[config.mk]
export PLATFORM = sky130hd
export DESIGN_NAME = seg_scan_drv_flat
export DESIGN_NICKNAME = d
export VERILOG_FILES = /design/src/rtl/seg_scan_drv_pkg.sv /design/src/rtl/seg_scan_drv_if.sv /design/src/rtl/seg_scan_drv_seg7_dec.sv /design/src/rtl/seg_scan_drv.sv /design/src/flat_wrapper.sv
export SDC_FILE = /design/constraint.sdc
export NUM_CORES = 1
export LEC_CHECK = 0
export BUFFER_PORTS_ARGS = -buffer_cell sky130_fd_sc_hd__buf_2
export CORE_MARGIN = 2
export CORE_UTILIZATION = 53
export CTS_BUF_LIST = sky130_fd_sc_hd__clkbuf_16
export DETAILED_ROUTE_END_ITERATION = 8
export PLACE_DENSITY_LB_ADDON = 0.2
export SLEW_MARGIN = 40
export SYNTH_ARGS = -nofsm -noshare
export SYNTH_HDL_FRONTEND = slang
export SYNTH_HIERARCHICAL = 1
export SYNTH_SLANG_ARGS = --single-unit
[constraint.sdc]
create_clock -name clk -period 5.7 [get_ports clk]
set_input_delay 1.425 -clock clk [delete_from_list [all_inputs] [get_ports clk]]
set_output_delay 1.425 -clock clk [all_outputs]
set_load 0.02 [all_outputs]
[src/rtl/seg_scan_drv_pkg.sv]
// Shared display package: 7-segment pattern table, cathode bit order and
// the cathode packing helper used by every multiplexed-display top level.
package seg_scan_drv_pkg;

  localparam int SEG_W = 7;
  localparam int CAT_W = 8;

  // Segment bit positions inside a {a,b,c,d,e,f,g} pattern
  localparam int SEG_A = 6;
  localparam int SEG_B = 5;
  localparam int SEG_C = 4;
  localparam int SEG_D = 3;
  localparam int SEG_E = 2;
  localparam int SEG_F = 1;
  localparam int SEG_G = 0;

  // Cathode bit positions inside dec_cat = {a,b,c,d,e,f,g,dp}
  localparam int CAT_A  = 7;
  localparam int CAT_B  = 6;
  localparam int CAT_C  = 5;
  localparam int CAT_D  = 4;
  localparam int CAT_E  = 3;
  localparam int CAT_F  = 2;
  localparam int CAT_G  = 1;
  localparam int CAT_DP = 0;

  typedef enum logic {
    BLINK_OFF = 1'b0,
    BLINK_ON  = 1'b1
  } blink_phase_e;

  // Active-high {a..g} patterns for hex digits 0-F
  localparam logic [SEG_W-1:0] SEG7_TABLE [16] = '{
    7'b1111110, 7'b0110000, 7'b1101101, 7'b1111001,
    7'b0110011, 7'b1011011, 7'b1011111, 7'b1110000,
    7'b1111111, 7'b1111011, 7'b1110111, 7'b0011111,
    7'b1001110, 7'b0111101, 7'b1001111, 7'b1000111
  };

  function automatic logic [CAT_W-1:0] cat_pack(input logic [SEG_W-1:0] seg,
                                                input logic             dp,
                                                input logic             dark);
    logic [CAT_W-1:0] cat;
    cat = {CAT_W{1'b1}};
    if (!dark) begin
      cat[CAT_A]  = ~seg[SEG_A];
      cat[CAT_B]  = ~seg[SEG_B];
      cat[CAT_C]  = ~seg[SEG_C];
      cat[CAT_D]  = ~seg[SEG_D];
      cat[CAT_E]  = ~seg[SEG_E];
      cat[CAT_F]  = ~seg[SEG_F];
      cat[CAT_G]  = ~seg[SEG_G];
      cat[CAT_DP] = ~dp;
    end else begin
      cat = {CAT_W{1'b1}};
    end
    return cat;
  endfunction

endpackage

[src/rtl/seg_scan_drv_if.sv]
// Update bus of the scanned display driver: digit data, attributes,
// the capture strobe and its acknowledge.
interface seg_scan_drv_if #(
  parameter int N_DIG = 8
);
  import seg_scan_drv_pkg::*;

  logic [4*N_DIG-1:0] dig_val;
  logic [N_DIG-1:0]   dig_en;
  logic [N_DIG-1:0]   dp_in;
  logic [N_DIG-1:0]   blink_in;
  logic               lzb_in;
  logic               upd;
  logic               upd_ack;

  modport master (
    output dig_val, dig_en, dp_in, blink_in, lzb_in, upd,
    input  upd_ack
  );

  modport slave (
    input  dig_val, dig_en, dp_in, blink_in, lzb_in, upd,
    output upd_ack
  );

endinterface

[src/rtl/seg_scan_drv_seg7_dec.sv]
// Combinational hex nibble to active-high {a..g} segment decoder.
module seg7_dec
  import seg_scan_drv_pkg::*;
(
  input  logic [3:0]       hex,
  output logic [SEG_W-1:0] seg
);

  // Table lookup of the segment pattern
  always_comb begin
    seg = SEG7_TABLE[hex];
  end

endmodule

[src/rtl/seg_scan_drv.sv]
// Multiplexed 7-segment scan driver with double-buffered, frame-aligned
// updates, leading-zero blanking and per-digit blink.
module seg_scan_drv
  import seg_scan_drv_pkg::*;
#(
  parameter int N_DIG        = 8,
  parameter int REFRESH_DIV  = 100000,
  parameter int BLINK_FRAMES = 64
) (
  input  logic             clk,
  input  logic             rst,
  seg_scan_drv_if.slave    bus,
  output logic [N_DIG-1:0] an,
  output logic [CAT_W-1:0] dec_cat,
  output logic             frame_done
);

  localparam int SLOT_W = (REFRESH_DIV > 1) ? $clog2(REFRESH_DIV) : 1;
  localparam int IDX_W  = (N_DIG > 1) ? $clog2(N_DIG) : 1;
  localparam int BLK_W  = (BLINK_FRAMES > 1) ? $clog2(BLINK_FRAMES) : 1;

  localparam logic [SLOT_W-1:0] SLOT_LAST = SLOT_W'(REFRESH_DIV - 1);
  localparam logic [IDX_W-1:0]  IDX_LAST  = IDX_W'(N_DIG - 1);
  localparam logic [BLK_W-1:0]  BLK_LAST  = BLK_W'(BLINK_FRAMES - 1);
  localparam logic [SLOT_W-1:0] SLOT_ONE  = SLOT_W'(1'b1);
  localparam logic [IDX_W-1:0]  IDX_ONE   = IDX_W'(1'b1);
  localparam logic [BLK_W-1:0]  BLK_ONE   = BLK_W'(1'b1);

  logic [SLOT_W-1:0]  slot_cnt_r, slot_nxt_s;
  logic [IDX_W-1:0]   idx_r, idx_nxt_s;
  logic [BLK_W-1:0]   blink_cnt_r;
  blink_phase_e       blink_phase_r;
  logic               frame_done_r;

  logic               pend_flag_r;
  logic [4*N_DIG-1:0] pend_val_r, act_val_r;
  logic [N_DIG-1:0]   pend_en_r, act_en_r;
  logic [N_DIG-1:0]   pend_dp_r, act_dp_r;
  logic [N_DIG-1:0]   pend_blink_r, act_blink_r;
  logic               pend_lzb_r, act_lzb_r;

  logic [N_DIG-1:0]   lz_blank_s, dark_s, anode_s;
  logic [3:0]         cur_val_s;
  logic               cur_dark_s, cur_dp_s, xfer_s;
  logic [SEG_W-1:0]   seg_s;
  logic [N_DIG-1:0]   an_r;
  logic [CAT_W-1:0]   dec_cat_r;

  // The transfer fires on the frame's last cycle, so frame_done and the ack coincide
  assign xfer_s      = frame_done_r & (pend_flag_r | bus.upd);
  assign bus.upd_ack = xfer_s;
  assign an          = an_r;
  assign dec_cat     = dec_cat_r;
  assign frame_done  = frame_done_r;

  // Next slot counter and scan index
  always_comb begin
    slot_nxt_s = slot_cnt_r + SLOT_ONE;
    idx_nxt_s  = idx_r;
    if (slot_cnt_r == SLOT_LAST) begin
      slot_nxt_s = {SLOT_W{1'b0}};
      idx_nxt_s  = (idx_r == IDX_LAST) ? {IDX_W{1'b0}} : idx_r + IDX_ONE;
    end else begin
      slot_nxt_s = slot_cnt_r + SLOT_ONE;
    end
  end

  // Slot timer, scan index, look-ahead frame strobe and blink phase
  always_ff @(posedge clk or posedge rst) begin
    if (rst) begin
      slot_cnt_r    <= {SLOT_W{1'b0}};
      idx_r         <= {IDX_W{1'b0}};
      frame_done_r  <= 1'b0;
      blink_cnt_r   <= {BLK_W{1'b0}};
      blink_phase_r <= BLINK_ON;
    end else begin
      slot_cnt_r   <= slot_nxt_s;
      idx_r        <= idx_nxt_s;
      frame_done_r <= (slot_nxt_s == SLOT_LAST) && (idx_nxt_s == IDX_LAST);
      if (frame_done_r) begin
        if (blink_cnt_r == BLK_LAST) begin
          blink_cnt_r   <= {BLK_W{1'b0}};
          blink_phase_r <= (blink_phase_r == BLINK_ON) ? BLINK_OFF : BLINK_ON;
        end else begin
          blink_cnt_r <= blink_cnt_r + BLK_ONE;
        end
      end
    end
  end

  // Pending capture and frame-aligned copy into the active buffer
  always_ff @(posedge clk or posedge rst) begin
    if (rst) begin
      pend_flag_r  <= 1'b0;
      pend_val_r   <= {(4*N_DIG){1'b0}};
      pend_en_r    <= {N_DIG{1'b0}};
      pend_dp_r    <= {N_DIG{1'b0}};
      pend_blink_r <= {N_DIG{1'b0}};
      pend_lzb_r   <= 1'b0;
      act_val_r    <= {(4*N_DIG){1'b0}};
      act_en_r     <= {N_DIG{1'b0}};
      act_dp_r     <= {N_DIG{1'b0}};
      act_blink_r  <= {N_DIG{1'b0}};
      act_lzb_r    <= 1'b0;
    end else begin
      if (bus.upd) begin
        pend_val_r   <= bus.dig_val;
        pend_en_r    <= bus.dig_en;
        pend_dp_r    <= bus.dp_in;
        pend_blink_r <= bus.blink_in;
        pend_lzb_r   <= bus.lzb_in;
      end
      if (xfer_s) begin
        pend_flag_r <= 1'b0;
        act_val_r   <= bus.upd ? bus.dig_val  : pend_val_r;
        act_en_r    <= bus.upd ? bus.dig_en   : pend_en_r;
        act_dp_r    <= bus.upd ? bus.dp_in    : pend_dp_r;
        act_blink_r <= bus.upd ? bus.blink_in : pend_blink_r;
        act_lzb_r   <= bus.upd ? bus.lzb_in   : pend_lzb_r;
      end else if (bus.upd) begin
        pend_flag_r <= 1'b1;
      end
    end
  end

  // Leading-zero search from the top digit; disabled digits do not end the run
  always_comb begin
    logic lead_s;
    lead_s     = 1'b1;
    lz_blank_s = {N_DIG{1'b0}};
    for (int i = N_DIG - 1; i >= 1; i--) begin
      lz_blank_s[i] = act_lzb_r & lead_s & act_en_r[i] & (act_val_r[4*i +: 4] == 4'h0);
      lead_s        = lead_s & ~(act_en_r[i] & (act_val_r[4*i +: 4] != 4'h0));
    end
    dark_s = ~act_en_r | lz_blank_s |
             (act_blink_r & {N_DIG{blink_phase_r == BLINK_OFF}});
  end

  // Attributes of the digit under the scan index
  always_comb begin
    cur_val_s  = act_val_r[{idx_r, 2'b00} +: 4];
    cur_dark_s = dark_s[idx_r];
    cur_dp_s   = act_dp_r[idx_r];
    anode_s          = {N_DIG{1'b1}};
    anode_s[idx_r]   = cur_dark_s;
  end

  seg7_dec u_seg7_dec (
    .hex (cur_val_s),
    .seg (seg_s)
  );

  // Anode and cathode registers load together so no mixed frame is visible
  always_ff @(posedge clk or posedge rst) begin
    if (rst) begin
      an_r      <= {N_DIG{1'b1}};
      dec_cat_r <= {CAT_W{1'b1}};
    end else begin
      an_r      <= anode_s;
      dec_cat_r <= cat_pack(seg_s, cur_dp_s, cur_dark_s);
    end
  end

endmodule

[src/flat_wrapper.sv]
// flat-port wrapper written by rule: the top's interface ports become plain ports
module seg_scan_drv_flat import seg_scan_drv_pkg::*;
#(
  parameter int N_DIG        = 8,
  parameter int REFRESH_DIV  = 100000,
  parameter int BLINK_FRAMES = 64
)
  (clk, rst, an, dec_cat, frame_done, bus_dig_val, bus_dig_en, bus_dp_in, bus_blink_in, bus_lzb_in, bus_upd, bus_upd_ack);
  seg_scan_drv_if #(.N_DIG(N_DIG)) bus_i ();
  input  logic clk;
  input  logic rst;
  output logic [N_DIG-1:0] an;
  output logic [CAT_W-1:0] dec_cat;
  output logic frame_done;
  input wire logic [$bits(bus_i.dig_val)-1:0] bus_dig_val;
  input wire logic [$bits(bus_i.dig_en)-1:0] bus_dig_en;
  input wire logic [$bits(bus_i.dp_in)-1:0] bus_dp_in;
  input wire logic [$bits(bus_i.blink_in)-1:0] bus_blink_in;
  input wire logic [$bits(bus_i.lzb_in)-1:0] bus_lzb_in;
  input wire logic [$bits(bus_i.upd)-1:0] bus_upd;
  output wire logic [$bits(bus_i.upd_ack)-1:0] bus_upd_ack;
  assign bus_i.dig_val = bus_dig_val;
  assign bus_i.dig_en = bus_dig_en;
  assign bus_i.dp_in = bus_dp_in;
  assign bus_i.blink_in = bus_blink_in;
  assign bus_i.lzb_in = bus_lzb_in;
  assign bus_i.upd = bus_upd;
  assign bus_upd_ack = bus_i.upd_ack;
  seg_scan_drv #(.N_DIG(N_DIG), .REFRESH_DIV(REFRESH_DIV), .BLINK_FRAMES(BLINK_FRAMES)) u_core (.clk(clk), .rst(rst), .bus(bus_i), .an(an), .dec_cat(dec_cat), .frame_done(frame_done));
endmodule
## Yosys cells after proc, flatten, opt, wreduce, memory -nomap -nowiden

Memory sizes are Yosys's and may differ from the RTL's.
Index checks and enable logic that the tools add are counted.

| operators by class | value |
|---|---|
| $lt $le $gt $ge | 3 |
| shifts and indexed selects | 1 |
| add/subtract/negate cells | 3 |
| bitwise logic cells | 55 |
| eq/ne operators | 5 |
| mux-type cells | 21 |
| reductions and logical operators | 17 |

Operators with widths:

| kind | number |
|---|---|
| == test 17 bit (second input constant) | 2 |
| AND 1 bit | 32 |
| two-way mux 32 bit | 1 |
| two-way mux 8 bit | 4 |
| indexed part select 32 x 6 -> 4 bit | 1 |
| logical NOT 4 bit | 7 |
| OR 8 bit | 3 |
| nonzero test 4 bit | 6 |
| adder 17 x 1 -> 17 bit (second input constant) | 1 |
| two-way mux 17 bit | 1 |
| inverter 8 bit | 2 |
| inverter 1 bit | 15 |
| two-way mux 7 bit | 2 |
| AND 8 bit | 1 |
| two-way mux 1 bit | 7 |
| adder 6 x 1 -> 6 bit (second input constant) | 1 |
| binary-select mux 1 bit (select 3 bit) | 2 |
| == test 3 bit (second input constant) | 2 |
| == test 6 bit (second input constant) | 1 |
| two-way mux 3 bit | 2 |
| two-way mux 6 bit | 1 |
| greater-or-equal comparator 5 bit (second input constant) | 1 |
| inverter 4 -> 5 bit | 1 |
| less-than comparator 3 x 4 -> 1 bit (second input constant) | 1 |
| other kinds (7) | 8 |

| storage, ports and cells | value |
|---|---|
| memories | 1 |
| register bits after elaboration | 159 |
| bits in read-only memories | 112 |

Memories:

| memory | words | width | read ports | clocked after Yosys merged registers in | wr ports | RTL line | RTL |
|---|---|---|---|---|---|---|---|
| (no name shown) | 16 | 7 | 1 | 0 | 0 | seg_scan_drv_seg7_dec.sv:11 | `seg = SEG7_TABLE[hex];` |

## Longest topological paths before layout

| logic depth | value |
|---|---|
| depth in word-level cells | 16 |
| depth in mapped cells | 11 |

## By module

Netlist, hierarchy kept.

Modules (own cells, without submodules):

| module | times used | sequential area each (um2) | cells an instance | area each (um2) |
|---|---|---|---|---|
| seg_scan_drv | 1 | 4,000.1 | 641 | 6,961.7 |
| seg7_dec | 1 | 0.0 | 33 | 287.8 |

## Worst setup path before layout

OpenSTA, ideal clock, no wires.

| path | value |
|---|---|
| kind | input port to output port |
| from | input port bus_upd |
| to | output port bus_upd_ack |
| required time | 4.275 ns |
| arrival | 2.486 ns |
| path buffers | 2 |
| stages | 4 |
| setup slack | 1.789 ns |
| path through | clkbuf_1 o21ai_1 clkinv_1 clkbuf_1 |

| between the ends | value |
|---|---|
| cells in the longest elaborated chain, start to end | 2 |

Ends and longest elaborated chain:

| element | RTL line | RTL |
|---|---|---|
| start: declaration | flat_wrapper.sv:20 | `input wire logic [$bits(bus_i.upd)-1:0] bus_upd;` |
| OR 1 bit | seg_scan_drv.sv:50 | `assign xfer_s = frame_done_r & (pend_flag_r \| bus.upd);` |
| AND 1 bit | seg_scan_drv.sv:50 |  |
| end: declaration | flat_wrapper.sv:21 | `output wire logic [$bits(bus_i.upd_ack)-1:0] bus_upd_ack;` |

Every way passes these cells.

## Final worst setup path

Same ends and word-level chain as after synthesis.

==> key figures <==
GRT
  – Global-route usage over all layers: 0.235
  – Congestion Overflow GR: 0
  – Largest net degree at the start of global routing: 69
  – Vias in the first global route: 5,221
  – First-pass GRT wire length: 26,700 µm
  – Antenna violations before repair: 0

STA
  – Fin crit share: 0.608
  – Maximum clock frequency: 288 MHz
  – Post-route worst setup slack: 2.23 ns
  – Max-slew violations: 0
  – Total Neg Setup Slack: 0 ns
  – Least-Margin Pin Slew: 0.845 ns
  – Hold_ws: 0.483 ns
  – RSZ-0062 raised after global routing: false
  – Setup Viol. Count Final: 0
  – Clock Skew: 0.00818 ns
  – Hold Vio Cnt, Final: 0
  – Worst slew margin: 0.437
  – Fin crit period: 3.47 ns

Drt
  – DR vias: 5,173
  – Avg Vias per Cell: 5.58
  – Post-DR wirelength/cell: 17.2 µm
  – First DRT Iteration DRCs: 419
  – DRC errors left: 0
  – Antenna Nets Post-Route: 0
  – DRT Pass-1 Iters: 5
  – DRT Wirelength: 15,900 µm

Worst setup path
  – Endpoint class of the critical path: output port
  – Req. time, crit path: 4.28 ns
  – Worst Path Max Fanout: 2
  – Most common cell on crit path: buf_2
  – WS Path Type: input pin to output port
  – Crit start category: input pin
  – CP Cell Sequence: buf_2 -> o21ai_4 -> clkinv_1 -> buf_2
  – Worst path max stage delay: 0.21 ns
  – Worst Path Arrival: 2.04 ns
  – Crit-path slowest cell: o21ai_4
  – Worst Path Buf+Inv: 3
  – Cell family with most CP delay: buffers and inverters

Yosys
  – Flops & latches, synth: 159
  – Ys Warns: 6
  – Most common cell in the netlist: nand2_1
  – Seq/Total Area, Yosys: 0.552
  – Syn Area/Cell: 10.8 µm²
  – Post-synth top flop: dfrtp_1
  – Post-synth EDFFs: 0
  – List of most frequent post-synthesis cells: nand2_1, dfrtp_1, mux2_2
  – Synth area leader: dfrtp_1
  – Asr flop ratio synth: 1.00
  – Post-Syn Nets: 745
  – Yosys top cell area share: 0.490
  – Largest cells by area after synthesis: dfrtp_1, mux2_2, nand2_1
  – Gate count after technology mapping: 674
  – Count of cell types in the netlist: 70
  – Post-Syn Area: 0.00725 mm²

Final layout
  – Layout Area Growth over Synthesis: 15.1%
  – Layout cell share with drive strength beyond 1: 0.281
  – # fillers: 1,083
  – Diodes inserted: 0
  – Final Net Count: 809

Floorplan
  – DIE WIDTH: 121 µm
  – DIE AREA: 0.0146 mm²
  – I/O Pins: 78
  – Core Area: 0.0133 mm²
  – Cell row count: 42
  – Die Span Y: 121 µm
  – Initial Util: 0.545

Clock tree
  – # hold bufs at CTS: 0
  – Maximum root-to-sink buffer count: 2
  – CTS tree: done
  – Postcts setup bufs: 0
  – CTS clk-pin slew, worst paths: 0.06 ns
  – CTS Buf Count: 17
  – Sinks on Clock Net: 159
  – CTS Root Cell: clkbuf_16
  – H-Tree Level Count: 4
  – Clk_lat worst skew: 0.43 ns
  – Cts repair resizes: 0

Power and ir drop
  – Total power: 0.00245 W
  – VDD IR max: 0.000191 V
  – Cell Pwr Density: 294 mW/mm²
  – Leak pwr: 3.83 nW

Place
  – Gpl congestion: 0.864
  – Port Buffer Count: 77
  – Worst slack, placed: 2.23 ns
  – Post-DP HPWL: 11,100 µm

Min path
  – Worst hold path type: register to register

Run
  – Max_cap viols: 0

Status
  – Outcome: finished, final reports clean
-- registers in the layout (all words and copies together), names as in the netlist --
| name | count |
|---|---|
| u_core/act_val_r | 32 |
| u_core/pend_en_r | 8 |
| u_core/an | 8 |
| u_core/blink_cnt_r | 6 |
| u_core/act_dp_r | 8 |
| u_core/pend_dp_r | 8 |
| u_core/act_blink_r | 8 |
| u_core/pend_flag_r | 1 |
| u_core/pend_blink_r | 8 |
| u_core/pend_val_r | 32 |
| u_core/blink_phase_r | 1 |
| u_core/act_lzb_r | 1 |
| u_core/slot_cnt_r | 17 |
| u_core/dec_cat | 8 |
| u_core/frame_done | 1 |
| u_core/act_en_r | 8 |
| u_core/pend_lzb_r | 1 |
| u_core/idx_r | 3 |
-- cell families after synthesis --
logic type      count (synthesis)  synth area share
simple gates                  298             0.188
flops                         159             0.552
mux                            74             0.124
compound gates                 59            0.0606
buf+inv                        55            0.0347
xor+xnor                       18            0.0217
fa+ha+maj                      11            0.0190
-- layer usage --
layer / vias up / track usage / part of all wire
li1: 2444 / - / -
met1: 2562 / 0.341 / 0.47
met2: 145 / 0.354 / 0.47
met3: 22 / 0.0550 / 0.050
met4: 0 / 0.0712 / 0.015
met5: - / 0 / 0
-- final timing paths --
check	cells past startpoint	to	slack [ns]	from
hold reg to reg	1	u_core/blink_cnt_r[4]	0.48	u_core/blink_cnt_r[4]
setup reg to reg	8	u_core/dec_cat[4]	2.73	u_core/idx_r[2]
setup / recovery	4	bus_upd_ack	2.23	bus_upd
max in group asynchronous	3	u_core/pend_flag_r	3.88	rst
hold / removal	1	u_core/blink_cnt_r[4]	0.48	u_core/blink_cnt_r[4]
min in group asynchronous	2	u_core/act_val_r[2]	0.95	rst
-- cell usage in the layout, fill, tap and decap left out, types with 5 or more instances in the layout --
| master | instances |
|---|---|
| a21oi_1 | 9 |
| buf_2 | 77 |
| clkbuf_16 | 17 |
| clkinv_1 | 8 |
| dfrtp_1 | 142 |
| dfstp_2 | 17 |
| ha_1 | 11 |
| inv_1 | 13 |
| mux2_2 | 65 |
| mux4_2 | 5 |
| nand2_1 | 193 |
| nand3_1 | 19 |
| nand4_1 | 12 |
| nor2_1 | 25 |
| nor2b_1 | 5 |
| nor3_1 | 8 |
| nor4_1 | 9 |
| o21ai_0 | 9 |
| xnor2_1 | 13 |
| xor2_1 | 5 |
-- area by class of cell --
class / instances / area (µm²) / share of cell area
clock buffers: 17 / 425 / 0.0510
clock inverters: 15 / 175 / 0.0210
inverters: 17 / 68.8 / 0.00825
multi-input cells: 460 / 3010 / 0.361
flip-flops and latches: 159 / 4000 / 0.480
well taps: 176 / 220 / 0.0264
repair buffers: 83 / 438 / 0.0525
-- report_power, final --
group / total [W] / internal [W] / leakage, nW / switching, W
Sequential: 0.00118 / 0.00117 / 2.00 / 0.0000102
Combinational: 0.000111 / 0.0000526 / 1.53 / 0.0000587
Clock: 0.00116 / 0.000721 / 0.294 / 0.000438
Total: 0.00245 / 0.00194 / 3.83 / 0.000507
-- metrics by stage --
stage / instance area (µm²) / utilization / std cells
after floorplan: 7250 / - / 674
after detailed placement: 7730 / 0.581 / 895
final: 8340 / 0.627 / 927
after CTS: 8330 / 0.626 / 927
after global routing: 8340 / 0.627 / 927
after global placement: 7730 / 0.581 / 895
-- worst reg2reg max path: cells and delay by family (launching register included) --
kind	cells	cell delay, ns
simple gates	2	0.15
fa+ha+maj	1	0.26
flops	1	0.90
compound gates	2	0.54
mux	2	0.90
buf+inv	1	0.16
Note: power is estimated with default switching activity, not from simulation.
